===== src/rtl/game_access_ctrl_if.sv =====
// Keypad/timebase inputs and datapath-control outputs of the game access controller.
// The master side drives keypad and tick; the slave side (the controller) drives the controls.
interface game_access_ctrl_if;
  logic       enter_pulse;
  logic [3:0] digit;
  logic       tick;
  logic       load_a;
  logic       load_b;
  logic       clear_ops;
  logic       adder_enable;
  logic       locked;
  logic [1:0] attempts_left;
  logic [2:0] state_code;

  modport master (
    output enter_pulse, digit, tick,
    input  load_a, load_b, clear_ops, adder_enable, locked, attempts_left, state_code
  );

  modport slave (
    input  enter_pulse, digit, tick,
    output load_a, load_b, clear_ops, adder_enable, locked, attempts_left, state_code
  );
endinterface


===== src/rtl/game_access_ctrl.sv =====
// Passcode-gated access FSM with attempt lockout and session idle timeout.
// Load strobes are combinational; the state, the decodes and clear_ops come from registers.
module game_access_ctrl #(
  parameter logic [15:0] PASSCODE     = 16'h5293,
  parameter int          MAX_ATTEMPTS = 3,
  parameter int          LOCK_TICKS   = 8,
  parameter int          IDLE_TICKS   = 15
) (
  input  logic               clk,
  input  logic               rts,
  game_access_ctrl_if.slave  bus
);

  typedef enum logic [2:0] {
    PASS   = 3'd0,
    LOCK   = 3'd1,
    LOAD_A = 3'd2,
    LOAD_B = 3'd3,
    SHOW   = 3'd4
  } state_t;

  localparam logic [1:0] ATT_MAX   = 2'(MAX_ATTEMPTS);
  localparam logic [7:0] LOCK_INIT = 8'(LOCK_TICKS);
  localparam logic [7:0] IDLE_LAST = 8'(IDLE_TICKS - 1);

  state_t     state;
  logic [1:0] idx;
  logic       mismatch;
  logic [1:0] attempts;
  logic [7:0] lock_cnt;
  logic [7:0] idle_cnt;
  logic       clear_q;

  logic [3:0] code_nib;
  logic       miss_now;

  always_comb begin
    code_nib = PASSCODE[15:12];
    case (idx)
      2'd1:    code_nib = PASSCODE[11:8];
      2'd2:    code_nib = PASSCODE[7:4];
      2'd3:    code_nib = PASSCODE[3:0];
      default: code_nib = PASSCODE[15:12];
    endcase
    miss_now = mismatch | (bus.digit != code_nib);
  end

  always_ff @(posedge clk or negedge rts) begin
    if (!rts) begin
      state    <= PASS;
      idx      <= 2'd0;
      mismatch <= 1'b0;
      attempts <= ATT_MAX;
      lock_cnt <= 8'd0;
      idle_cnt <= 8'd0;
      clear_q  <= 1'b0;
    end else begin
      clear_q <= 1'b0;
      case (state)
        PASS: begin
          if (bus.enter_pulse) begin
            if (idx == 2'd3) begin
              idx      <= 2'd0;
              mismatch <= 1'b0;
              if (!miss_now) begin
                state    <= LOAD_A;
                attempts <= ATT_MAX;
                idle_cnt <= 8'd0;
              end else if (attempts <= 2'd1) begin
                attempts <= 2'd0;
                state    <= LOCK;
                lock_cnt <= LOCK_INIT;
              end else begin
                attempts <= attempts - 2'd1;
              end
            end else begin
              idx      <= idx + 2'd1;
              mismatch <= miss_now;
            end
          end
        end
        LOCK: begin
          // Keypad is dead here; only the timebase can release the lock.
          if (bus.tick) begin
            if (lock_cnt <= 8'd1) begin
              lock_cnt <= 8'd0;
              state    <= PASS;
              attempts <= ATT_MAX;
            end else begin
              lock_cnt <= lock_cnt - 8'd1;
            end
          end
        end
        LOAD_A, LOAD_B, SHOW: begin
          if (bus.enter_pulse) begin
            idle_cnt <= 8'd0;
            case (state)
              LOAD_A:  state <= LOAD_B;
              LOAD_B:  state <= SHOW;
              default: state <= LOAD_A;
            endcase
          end else if (bus.tick) begin
            // Count never passes IDLE_TICKS-1: the timeout fires on that tick.
            if (idle_cnt >= IDLE_LAST) begin
              idle_cnt <= 8'd0;
              state    <= PASS;
              clear_q  <= 1'b1;
            end else begin
              idle_cnt <= idle_cnt + 8'd1;
            end
          end
        end
        default: state <= PASS;
      endcase
    end
  end

  assign bus.load_a        = bus.enter_pulse & (state == LOAD_A);
  assign bus.load_b        = bus.enter_pulse & (state == LOAD_B);
  assign bus.clear_ops     = clear_q;
  assign bus.adder_enable  = (state == LOAD_A) | (state == LOAD_B) | (state == SHOW);
  assign bus.locked        = (state == LOCK);
  assign bus.attempts_left = attempts;
  assign bus.state_code    = state;

endmodule


===== src/flat_wrapper.sv =====
// flat-port wrapper written by rule: the top's interface ports become plain ports
module game_access_ctrl_flat 
#(
  parameter logic [15:0] PASSCODE     = 16'h5293,
  parameter int          MAX_ATTEMPTS = 3,
  parameter int          LOCK_TICKS   = 8,
  parameter int          IDLE_TICKS   = 15
)
  (clk, rts, bus_enter_pulse, bus_digit, bus_tick, bus_load_a, bus_load_b, bus_clear_ops, bus_adder_enable, bus_locked, bus_attempts_left, bus_state_code);
  game_access_ctrl_if bus_i ();
  input  logic clk;
  input  logic rts;
  input wire logic [$bits(bus_i.enter_pulse)-1:0] bus_enter_pulse;
  input wire logic [$bits(bus_i.digit)-1:0] bus_digit;
  input wire logic [$bits(bus_i.tick)-1:0] bus_tick;
  output wire logic [$bits(bus_i.load_a)-1:0] bus_load_a;
  output wire logic [$bits(bus_i.load_b)-1:0] bus_load_b;
  output wire logic [$bits(bus_i.clear_ops)-1:0] bus_clear_ops;
  output wire logic [$bits(bus_i.adder_enable)-1:0] bus_adder_enable;
  output wire logic [$bits(bus_i.locked)-1:0] bus_locked;
  output wire logic [$bits(bus_i.attempts_left)-1:0] bus_attempts_left;
  output wire logic [$bits(bus_i.state_code)-1:0] bus_state_code;
  assign bus_i.enter_pulse = bus_enter_pulse;
  assign bus_i.digit = bus_digit;
  assign bus_i.tick = bus_tick;
  assign bus_load_a = bus_i.load_a;
  assign bus_load_b = bus_i.load_b;
  assign bus_clear_ops = bus_i.clear_ops;
  assign bus_adder_enable = bus_i.adder_enable;
  assign bus_locked = bus_i.locked;
  assign bus_attempts_left = bus_i.attempts_left;
  assign bus_state_code = bus_i.state_code;
  game_access_ctrl #(.PASSCODE(PASSCODE), .MAX_ATTEMPTS(MAX_ATTEMPTS), .LOCK_TICKS(LOCK_TICKS), .IDLE_TICKS(IDLE_TICKS)) u_core (.clk(clk), .rts(rts), .bus(bus_i));
endmodule

===== config.mk =====
export PLATFORM = sky130hd
export DESIGN_NAME = game_access_ctrl_flat
export DESIGN_NICKNAME = d
export VERILOG_FILES = /design/src/rtl/game_access_ctrl_if.sv /design/src/rtl/game_access_ctrl.sv /design/src/flat_wrapper.sv
export SDC_FILE = /design/constraint.sdc
export NUM_CORES = 1
export LEC_CHECK = 0
export BUFFER_PORTS_ARGS = -buffer_cell sky130_fd_sc_hd__buf_2
export CAP_MARGIN = 25
export CORE_AREA = 2 2 64 66
export CTS_BUF_LIST = sky130_fd_sc_hd__clkbuf_4 sky130_fd_sc_hd__clkbuf_8
export DETAILED_ROUTE_END_ITERATION = 8
export DIE_AREA = 0 0 66 68
export PLACE_DENSITY = 0.67
export SYNTH_ARGS = -nofsm -noshare
export SYNTH_HDL_FRONTEND = slang
export SYNTH_SLANG_ARGS = --single-unit

===== constraint.sdc =====
create_clock -name clk -period 2.3 [get_ports clk]
set_input_delay 0.345 -clock clk [delete_from_list [all_inputs] [get_ports clk]]
set_output_delay 0.345 -clock clk [all_outputs]
set_load 0.005 [all_outputs]

# [After elaboration in Yosys (flattened, before gate mapping)]
# Cells that the tools add are included.
# W data, S select, Z words.
[word_totals] output_inout_bits=10 inputBits=8 regBits=25 word_cells=85
[op_classes] bitwise_logic=5 eq_ne=18 order_cmp=3 reduce_logical=9 addsub=4 muxes=39
[ops] cell="$mux W8" count=12
[ops] cell="$pmux W8 S2" count=2
[ops] cell="$mux W3" count=9
[ops] cell="$mux W2" count=7
[ops] cell="$pmux W4 S3" count=1
[ops] cell="$reduce_and A5 Y1" count=2
[ops] cell="$pmux W3 S3" count=1
[ops] cell="$add A8 B1 Y8 const B" count=1
[ops] cell="$ge A8 B4 Y1 const B" count=1
[ops] cell="$le A8 B1 Y1 const B" count=1
[ops] cell="$ne A2 B1 Y1 const B" count=4
[ops] cell="$sub A8 B1 Y8 const B" count=1
[ops] cell="$reduce_and A7 Y1" count=1
[ops] cell="$eq A3 B2 Y1 const B" count=2
[ops] cell="$ne A2 B2 Y1 const B" count=3
[ops] cell="$ne A3 B3 Y1 const B" count=2
[ops] cell="$pmux W3 S2" count=1
[ops] cell="$reduce_and A6 Y1" count=1
[ops] cell="$mux W1" count=5
[ops] cell="$eq A2 B2 Y1 const B" count=2
[ops] cell="$ne A4 B4 Y1" count=1
[ops] cell="$pmux W2 S2" count=1
[ops] cell="$reduce_bool A2 Y1" count=2
[ops] cell="$eq A3 B1 Y1 const B" count=1
[ops] cell="11 further kinds" count=14

# [Longest topological paths before layout]
# Gate-level depths: netlist of run 1.
[logic_depth] ltp_word=8 ltp_mapped=8 ltp_nobuf=7

# [Worst setup path before layout of run 1]
# No wires, ideal clock.
[synth_path] kind="register to register" start="register u_core.idx[0]" end="register u_core.state[0], in the netlist u_core.bus.state_code[0]" setup_time_ns=0.128 required_time_ns=2.172 path_buffers=0 stages_incl_launch_ff=8 path_slack_ns=0.314 period_less_slack_ns=1.986 arrival_ns=1.858 cell_sequence="dfrtp_1 inv_1 ha_1 xnor2_1 nand3_1 o31a_1 nor4_4 mux2_1"
[synth_via] elab_chain_len=8 elab_cells_between_ends=13 classes_between="6 x eq/ne; 5 x mux; 1 x bitwise; 1 x reduce/logical"
[synth_lines] item="start, declared" line_no="game_access_ctrl.sv:27" text="logic [1:0] idx;"
[synth_lines] item="start signal, assigned" line_no="game_access_ctrl.sv:77" text="idx <= idx + 2'd1;"
[synth_lines] item="$eq A2 B2 Y1, or another cell as far along" line_no="game_access_ctrl.sv:39, game_access_ctrl.sv:62"
[synth_lines] item="$pmux W4 S3" line_no="game_access_ctrl.sv:39" text="case (idx)"
[synth_lines] item="$ne A4 B4 Y1" line_no="game_access_ctrl.sv:45" text="miss_now = mismatch | (bus.digit != code_nib);"
[synth_lines] item="$or A1 B1 Y1" line_no="game_access_ctrl.sv:45"
[synth_lines] item="$mux W3" line_no="game_access_ctrl.sv:65" text="if (!miss_now) begin"
[synth_lines] item="$mux W3" line_no="game_access_ctrl.sv:62" text="if (idx == 2'd3) begin"
[synth_lines] item="$mux W3" line_no="game_access_ctrl.sv:61" text="if (bus.enter_pulse) begin"
[synth_lines] item="$pmux W3 S3" line_no="game_access_ctrl.sv:59" text="case (state)"
[synth_lines] item="end signal, assigned" line_no="game_access_ctrl.sv:66" text="state <= LOAD_A;"
[synth_lines] item="end signal, assigned" line_no="game_access_ctrl.sv:71" text="state <= LOCK;"
[synth_lines] item="end signal, assigned" line_no="game_access_ctrl.sv:87" text="state <= PASS;"
[synth_lines] item="end, declared" line_no="game_access_ctrl.sv:26" text="state_t state;"
# Several ways; a longest one is shown, not always the timed one. The select of a mux whose other input is x is not followed.
# A chain may end at the register's enable or synchronous reset.

# [Final worst setup path of run 1]
# Ends and elaborated chain as after synthesis.

==> results of run 1 <==
## routing by layer
layer  GRT usage [%]  up-vias  share of wire [%]
met1           21.71      650                 49
li1                -      702                  -
met2           28.91       23                 47
met4           6.633        0                1.3
met5               0        -                  0
met3           2.303        4                3.1
## flip-flops by register name, indices dropped and copies added, names as in the netlist
| signal | flops |
|---|---|
| u_core.bus.clear_ops | 1 |
| u_core.idle_cnt | 8 |
| u_core.mismatch | 1 |
| u_core.lock_cnt | 8 |
| u_core.bus.state_code | 3 |
| u_core.idx | 2 |
| u_core.bus.attempts_left | 2 |
## path summary, 6_finish.rpt
kind	from	to	cells after the start
setup / recovery	u_core.idx[0]	u_core.bus.state_code[0]	7
hold / removal	rts	u_core.idle_cnt[1]	1
setup reg to reg	u_core.idx[0]	u_core.bus.state_code[0]	7
hold reg to reg	u_core.lock_cnt[7]	u_core.lock_cnt[7]	1
max in group asynchronous	rts	u_core.idx[0]	1
min in group clk	bus_tick	u_core.bus.clear_ops	3
## power breakdown
part,leakage (nW),switching (mW),internal [mW],total (mW)
Clock,0.0255,0.143,0.121,0.264
Sequential,0.322,0.194,0.598,0.792
Combinational,0.529,0.742,0.623,1.36
Total,0.877,1.08,1.34,2.42
## worst max-delay path, delay by kind of cell (launching register included)
kind | cells | cell delay, ns
AO/OA/AOI/OAI | 1 | 0.36
XOR/XNOR | 1 | 0.16
buffers and inverters | 1 | 0.08
flip-flops | 1 | 0.42
multiplexers | 1 | 0.35
AND/OR/NAND/NOR | 2 | 0.42
adder cells (fa/ha/maj) | 1 | 0.21
## Yosys cell counts, types with 3 or more instances
library cell  count  share of area [%]
or3_1             3                1.1
o21ai_0          13                3.9
nand3_1           4                1.2
ha_1              8                6.1
nor2b_1           3                1.1
o31ai_1           3                1.4
nor4_1            3                1.1
a21oi_1          10                3.0
o41ai_1           3                1.6
nand2_1          14                3.2
dfrtp_1          23                 35
o22ai_1           3                1.1
nor2_1           19                4.3
nor3_1            7                2.1
inv_1            13                3.0
## final cells by class
| type | instances | area share [%] |
|---|---|---|
| Multi-Input combinational cell | 134 | 49.70 |
| Sequential cell | 25 | 33.03 |
| Timing Repair Buffer | 28 | 8.798 |
| Tap cell | 50 | 3.283 |
| Inverter | 14 | 2.758 |
| Clock buffer | 3 | 2.167 |
| Clock inverter | 1 | 0.2626 |
## kinds of logic (layout without fill, tap and decap cells)
family | Yosys count | count (layout) | synth area share (%)
fa+ha+maj | 8 | 8 | 6.056
xor+xnor | 4 | 4 | 2.120
simple gates | 70 | 70 | 25.36
mux | 4 | 4 | 2.649
compound gates | 48 | 48 | 20.67
buf+inv | 18 | 46 | 5.148
flops | 25 | 25 | 38.00
## what timing repair did
item / in CTS / in global routing
endpoints found under the setup margin: 0 / 7
setup buffers: 0 / 0
endpoints found under the hold margin: 0 / 0
hold buffers: 0 / 0
resized for setup: 0 / 2
==> impl_metrics.csv, run 1 <==
group,metric,value,unit
floorplanning,die_area,4488,um2
pwr,worst_ir_drop_vdd,0.5268,mV
sta,fin_worst_hold_slack,0.05306,ns
sta,max_freq,474.5,MHz
sta,report.final.setup_viol,0,
sta,rsz0062_at_grt,"false",
place,place_area,1851,um2
detailed_routing,firstDrtPassIters,4,
critical_path,worstPathRequired,2.46,ns
layout,antenna_cells_inserted,0,
logic_synthesis,synth.avg_cell_area,9.338,um2
clock_network,ctsRootBufferMaster,"clkbuf_8",
global_routing,antenna_found_initial,0,
logic_synthesis,ys_async_sr_fraction,100.0,%
layout,final_core_utilization,49.42,%
min_path,hold_class,"in2async",
layout,layout.filler_cells,383,
floorplanning,floorplan.initialDensity,42.86,%
sta,worstMarginPinSlew,0.5577,ns
global_routing,grt_max_degree,26,
floorplanning,dieHeight,68,um
detailed_routing,vias,1379,
sta,worst_clock_skew,0.005220,ns
layout,finish.net_count,222,
critical_path,critical_path_arrival,2.26,ns
detailed_routing,drt_wl_total,3.336,mm
place,dp_cell_count,251,
place,post-place-ws,0.1275,ns
clock_network,clk_transition_reported_paths,0.09,ns
floorplanning,fp-row-count,23,
logic_synthesis,number_of_flops_mapped_to_enable_cells_by_yosys,0,
layout,flow.area_growth_from_synthesis,15.29,%
logic_synthesis,synth_warnings,0,
detailed_routing,route.detailed.wl_per_inst,13.08,um
floorplanning,floorplan.core_area,3856,um2
critical_path,path_cells,"inv_1 > ha_1 > xnor2_1 > nand3_1 > o31a_1 > nor4_4 > mux2_1",
layout,area_occupied_by_multi_input_gates,947.2,um2
detailed_routing,drtIter0Drc,97,
layout,post-route-cell-area,1906,um2
critical_path,cp-end-kind,"flop",
layout,layout.cells.most_common,"dfrtp_1",
sta,fin_crit,2.107,ns
place,buffer_ports.inserted,17,
clock_network,clock_insertion_delay_worst_skew,0.27,ns
sta,hold_viol_final,0,
critical_path,slowest_delay,0.42,ns
detailed_routing,drc_markers,0,
floorplanning,io_pins,18,
sta,report.final.slew_viol_count,0,
critical_path,critPathMaxFanout,6,
critical_path,cell_at_the_slowest_stage_of_the_critical_path,"dfrtp_2",
global_routing,first_global_vias,1328,
outcome,run_status,"completed",
detailed_routing,number_of_nets_with_antenna_violations_after_detailed_routing,0,
place,globalplace.congestion,0.8059,
critical_path,setup.reg_to_reg.worst_slack,0.19,ns
global_routing,track_usage,16.88,%
logic_synthesis,mappedNetlistNets,193,
sta,timing.setup.tns,0,ns
sta,layout_worst_path_cycle_share,91.63,%
floorplanning,dieWidth,66,um
logic_synthesis,synthCells,177,
sta,relSlewSlack,62.59,%
clock_network,h-tree-depth,1,
clock_network,clock_sinks,25,
detailed_routing,post_drt_via_cell_ratio,5.408,
logic_synthesis,ys_seq_area_share,38.00,%
layout,seq_area,629.4,um2
logic_synthesis,synth_seq_cells,25,
pwr,power_density_cells,1270,nW/um2
sta,fin_ws,0.1926,ns
run,max_cap_viol_count,0,
logic_synthesis,synth_area,1653,um2
pwr,leakage,0.8771,nW
critical_path,setup.worst_path.class,"reg2reg",
critical_path,worst_setup_path_start_kind,"flop",
pwr,total_power,2.420,mW
logic_synthesis,synth.lib_cells_used.distinct,52,
clock_network,cts_made_buffers,3,
layout,finish.cell_count_without_fillers,255,
global_routing,grt_first_pass_wirelength,5.899,mm
layout,top_library_cells_by_usage_in_the_layout_fill_and_taps_aside,"22 x dfrtp_1, 19 x nor2_1, 17 x buf_2",
global_routing,grt-ovfl-total,0,
clock_network,cts_tree,"done",
logic_synthesis,yosys_most_used_dff,"dfrtp_1",
place,dp_hpwl,2.518,mm
clock_network,cts_buffer_depth,2,
layout,fraction_of_final_layout_cells_sized_beyond_drive_strength_1,26.34,%
No activity file was read; power rests on OpenSTA's default activity.
==> run 2, diff against run 1 <==
CORE_AREA = 4 4 66 68   (was 2 2 64 66)
DIE_AREA = 0 0 70 72   (was 0 0 66 68)
REMOVE_ABC_BUFFERS = 1   (was unset)
==> run 2 against run 1 <==
Setup slack hardly changed. Utilization decreased by 0.84 points. Final cell count shrank 2.0%. Clock skew rose by 0.0064 ns. Critical path type unchanged. Die area increased by 12%.
==> impl_metrics.csv, run 2 (synthesis results as in run 1) <==
group,metric,value,unit
outcome,run_status,"completed",
sta,report.final.slew_viol_count,0,
pwr,total_power,2.371,mW
detailed_routing,drc_markers,0,
min_path,hold_class,"in2async",
global_routing,track_usage,14.29,%
pwr,power_density_cells,1266,nW/um2
sta,worstMarginPinSlew,0.5792,ns
sta,worst_clock_skew,0.01165,ns
floorplanning,dieWidth,70,um
critical_path,critical_path_arrival,2.26,ns
detailed_routing,firstDrtPassIters,4,
critical_path,slowest_delay,0.42,ns
detailed_routing,drtIter0Drc,151,
detailed_routing,number_of_nets_with_antenna_violations_after_detailed_routing,0,
place,post-place-ws,0.09878,ns
detailed_routing,route.detailed.wl_per_inst,13.64,um
pwr,comb_power_share,54.5,%
floorplanning,floorplan.core_area,3856,um2
sta,timing.setup.tns,0,ns
place,dp_hpwl,2.563,mm
pwr,worst_ir_drop_vdd,0.5142,mV
sta,fin_crit,2.108,ns
critical_path,timing.critical_path.buf_inv,1,
global_routing,grt_max_degree,26,
floorplanning,floorplan.initialDensity,42.86,%
layout,finish.net_count,217,
critical_path,cp-end-kind,"flop",
clock_network,clock_sinks,25,
sta,hold_viol_final,0,
clock_network,h-tree-depth,1,
critical_path,cell_at_the_slowest_stage_of_the_critical_path,"dfrtp_2",
global_routing,first_global_vias,1270,
clock_network,ctsRootBufferMaster,"clkbuf_8",
detailed_routing,post_drt_via_cell_ratio,5.420,
floorplanning,io_pins,18,
clock_network,cts_buffer_depth,2,
pwr,total_switching_power,1.086,mW
pwr,leakage,0.8542,nW
layout,flow.area_growth_from_synthesis,13.32,%
pwr,internal_power,1.285,mW
detailed_routing,drt_wl_total,3.410,mm
sta,report.final.setup_viol,0,
critical_path,worstPathRequired,2.45,ns
pwr,seqPwrFrac,34.2,%
floorplanning,dieHeight,72,um
global_routing,antenna_found_initial,0,
global_routing,grt-ovfl-total,0,
clock_network,clock_insertion_delay_worst_skew,0.28,ns
detailed_routing,vias,1355,
clock_network,cts_made_buffers,3,
layout,layout.cells.most_common,"dfrtp_1",
sta,fin_worst_hold_slack,0.04194,ns
critical_path,path_cells,"inv_1 > ha_1 > xnor2_1 > nand3_2 > o31a_1 > nor4_4 > mux2_1",
layout,top_library_cells_by_usage_in_the_layout_fill_and_taps_aside,"22 x dfrtp_1, 19 x nor2_1, 17 x buf_2",
critical_path,worst_path_dominant_cell_family,"flip-flops",
pwr,switching_share,45.80,%
layout,antenna_cells_inserted,0,
sta,max_freq,474.4,MHz
floorplanning,die_area,5040,um2
sta,layout_worst_path_cycle_share,91.64,%
place,globalplace.congestion,0.8319,
pwr,share_clk_of_total_power,11.3,%
clock_network,clk_transition_reported_paths,0.10,ns
layout,fraction_of_final_layout_cells_sized_beyond_drive_strength_1,25.00,%
run,max_cap_viol_count,0,
sta,rsz0062_at_grt,"false",
sta,relSlewSlack,61.27,%
critical_path,setup.worst_path.class,"reg2reg",
floorplanning,fp-row-count,23,
clock_network,cts_tree,"done",
critical_path,worst_setup_path_start_kind,"flop",
global_routing,grt_first_pass_wirelength,5.899,mm
sta,fin_ws,0.1922,ns
critical_path,critPathMaxFanout,6,
place,buffer_ports.inserted,17,
-- run 2: what timing repair did --
action / CTS / global route
setup endpoints to repair: 0 / 7
hold buffers: 0 / 0
gates resized for setup: 0 / 3
buffers inserted: 0 / 0
-- run 2: final cells by class --
type                       instances  area (um2)
multi-input combinational        134       952.2
clock buffer                       3       41.29
inverter                          14       52.55
sequential                        25       629.4
fill                             400        1983
clock inverter                     1       5.005
tap                               50       62.56
timing repair buffer              23       130.1
-- run 2: power by group through the flow --
stage               Combinational (mW)  Sequential (mW)  Clock [mW]
floorplan                        0.950            0.769           0
global placement                  1.26            0.812           0
detailed placement                1.28            0.811           0
CTS                               1.28            0.804       0.274
global route                      1.45            0.846       0.296
finish                            1.29            0.811       0.267
-- run 2: worst paths after layout --
| kind | start | endpoint | slack [ns] | cells past startpoint |
|---|---|---|---|---|
| worst max-delay path | u_core.idx[0] | u_core.bus.state_code[0] | 0.19 | 7 |
| worst min-delay path | rts | u_core.idle_cnt[3] | 0.04 | 1 |
| worst max register to register | u_core.idx[0] | u_core.bus.state_code[0] | 0.19 | 7 |
| worst min register to register | u_core.lock_cnt[7] | u_core.lock_cnt[7] | 0.50 | 1 |
| max in group asynchronous | rts | u_core.idx[0] | 1.84 | 1 |
| min in group clk | bus_tick | u_core.bus.clear_ops | 0.33 | 3 |
-- run 2: routing by layer --
| layer | GRT usage (%) | vias to the layer above | wire, um |
|---|---|---|---|
| li1 | - | 685 | - |
| met1 | 19.74 | 623 | 1652 |
| met2 | 21.09 | 39 | 1494 |
| met3 | 3.878 | 8 | 190 |
| met4 | 6.170 | 0 | 72 |
| met5 | 0 | - | 0 |
-- run 2: through the flow --
| stage | std cells | cell area [um2] | util [%] |
|---|---|---|---|
| 2_1_floorplan | 173 | 1620 | - |
| 3_3_place_gp | 246 | 1813 | 47.01 |
| 3_5_place_dp | 246 | 1813 | 47.01 |
| 4_1_cts | 250 | 1859 | 48.22 |
| 5_1_grt | 250 | 1873 | 48.57 |
| 6_report | 250 | 1873 | 48.57 |
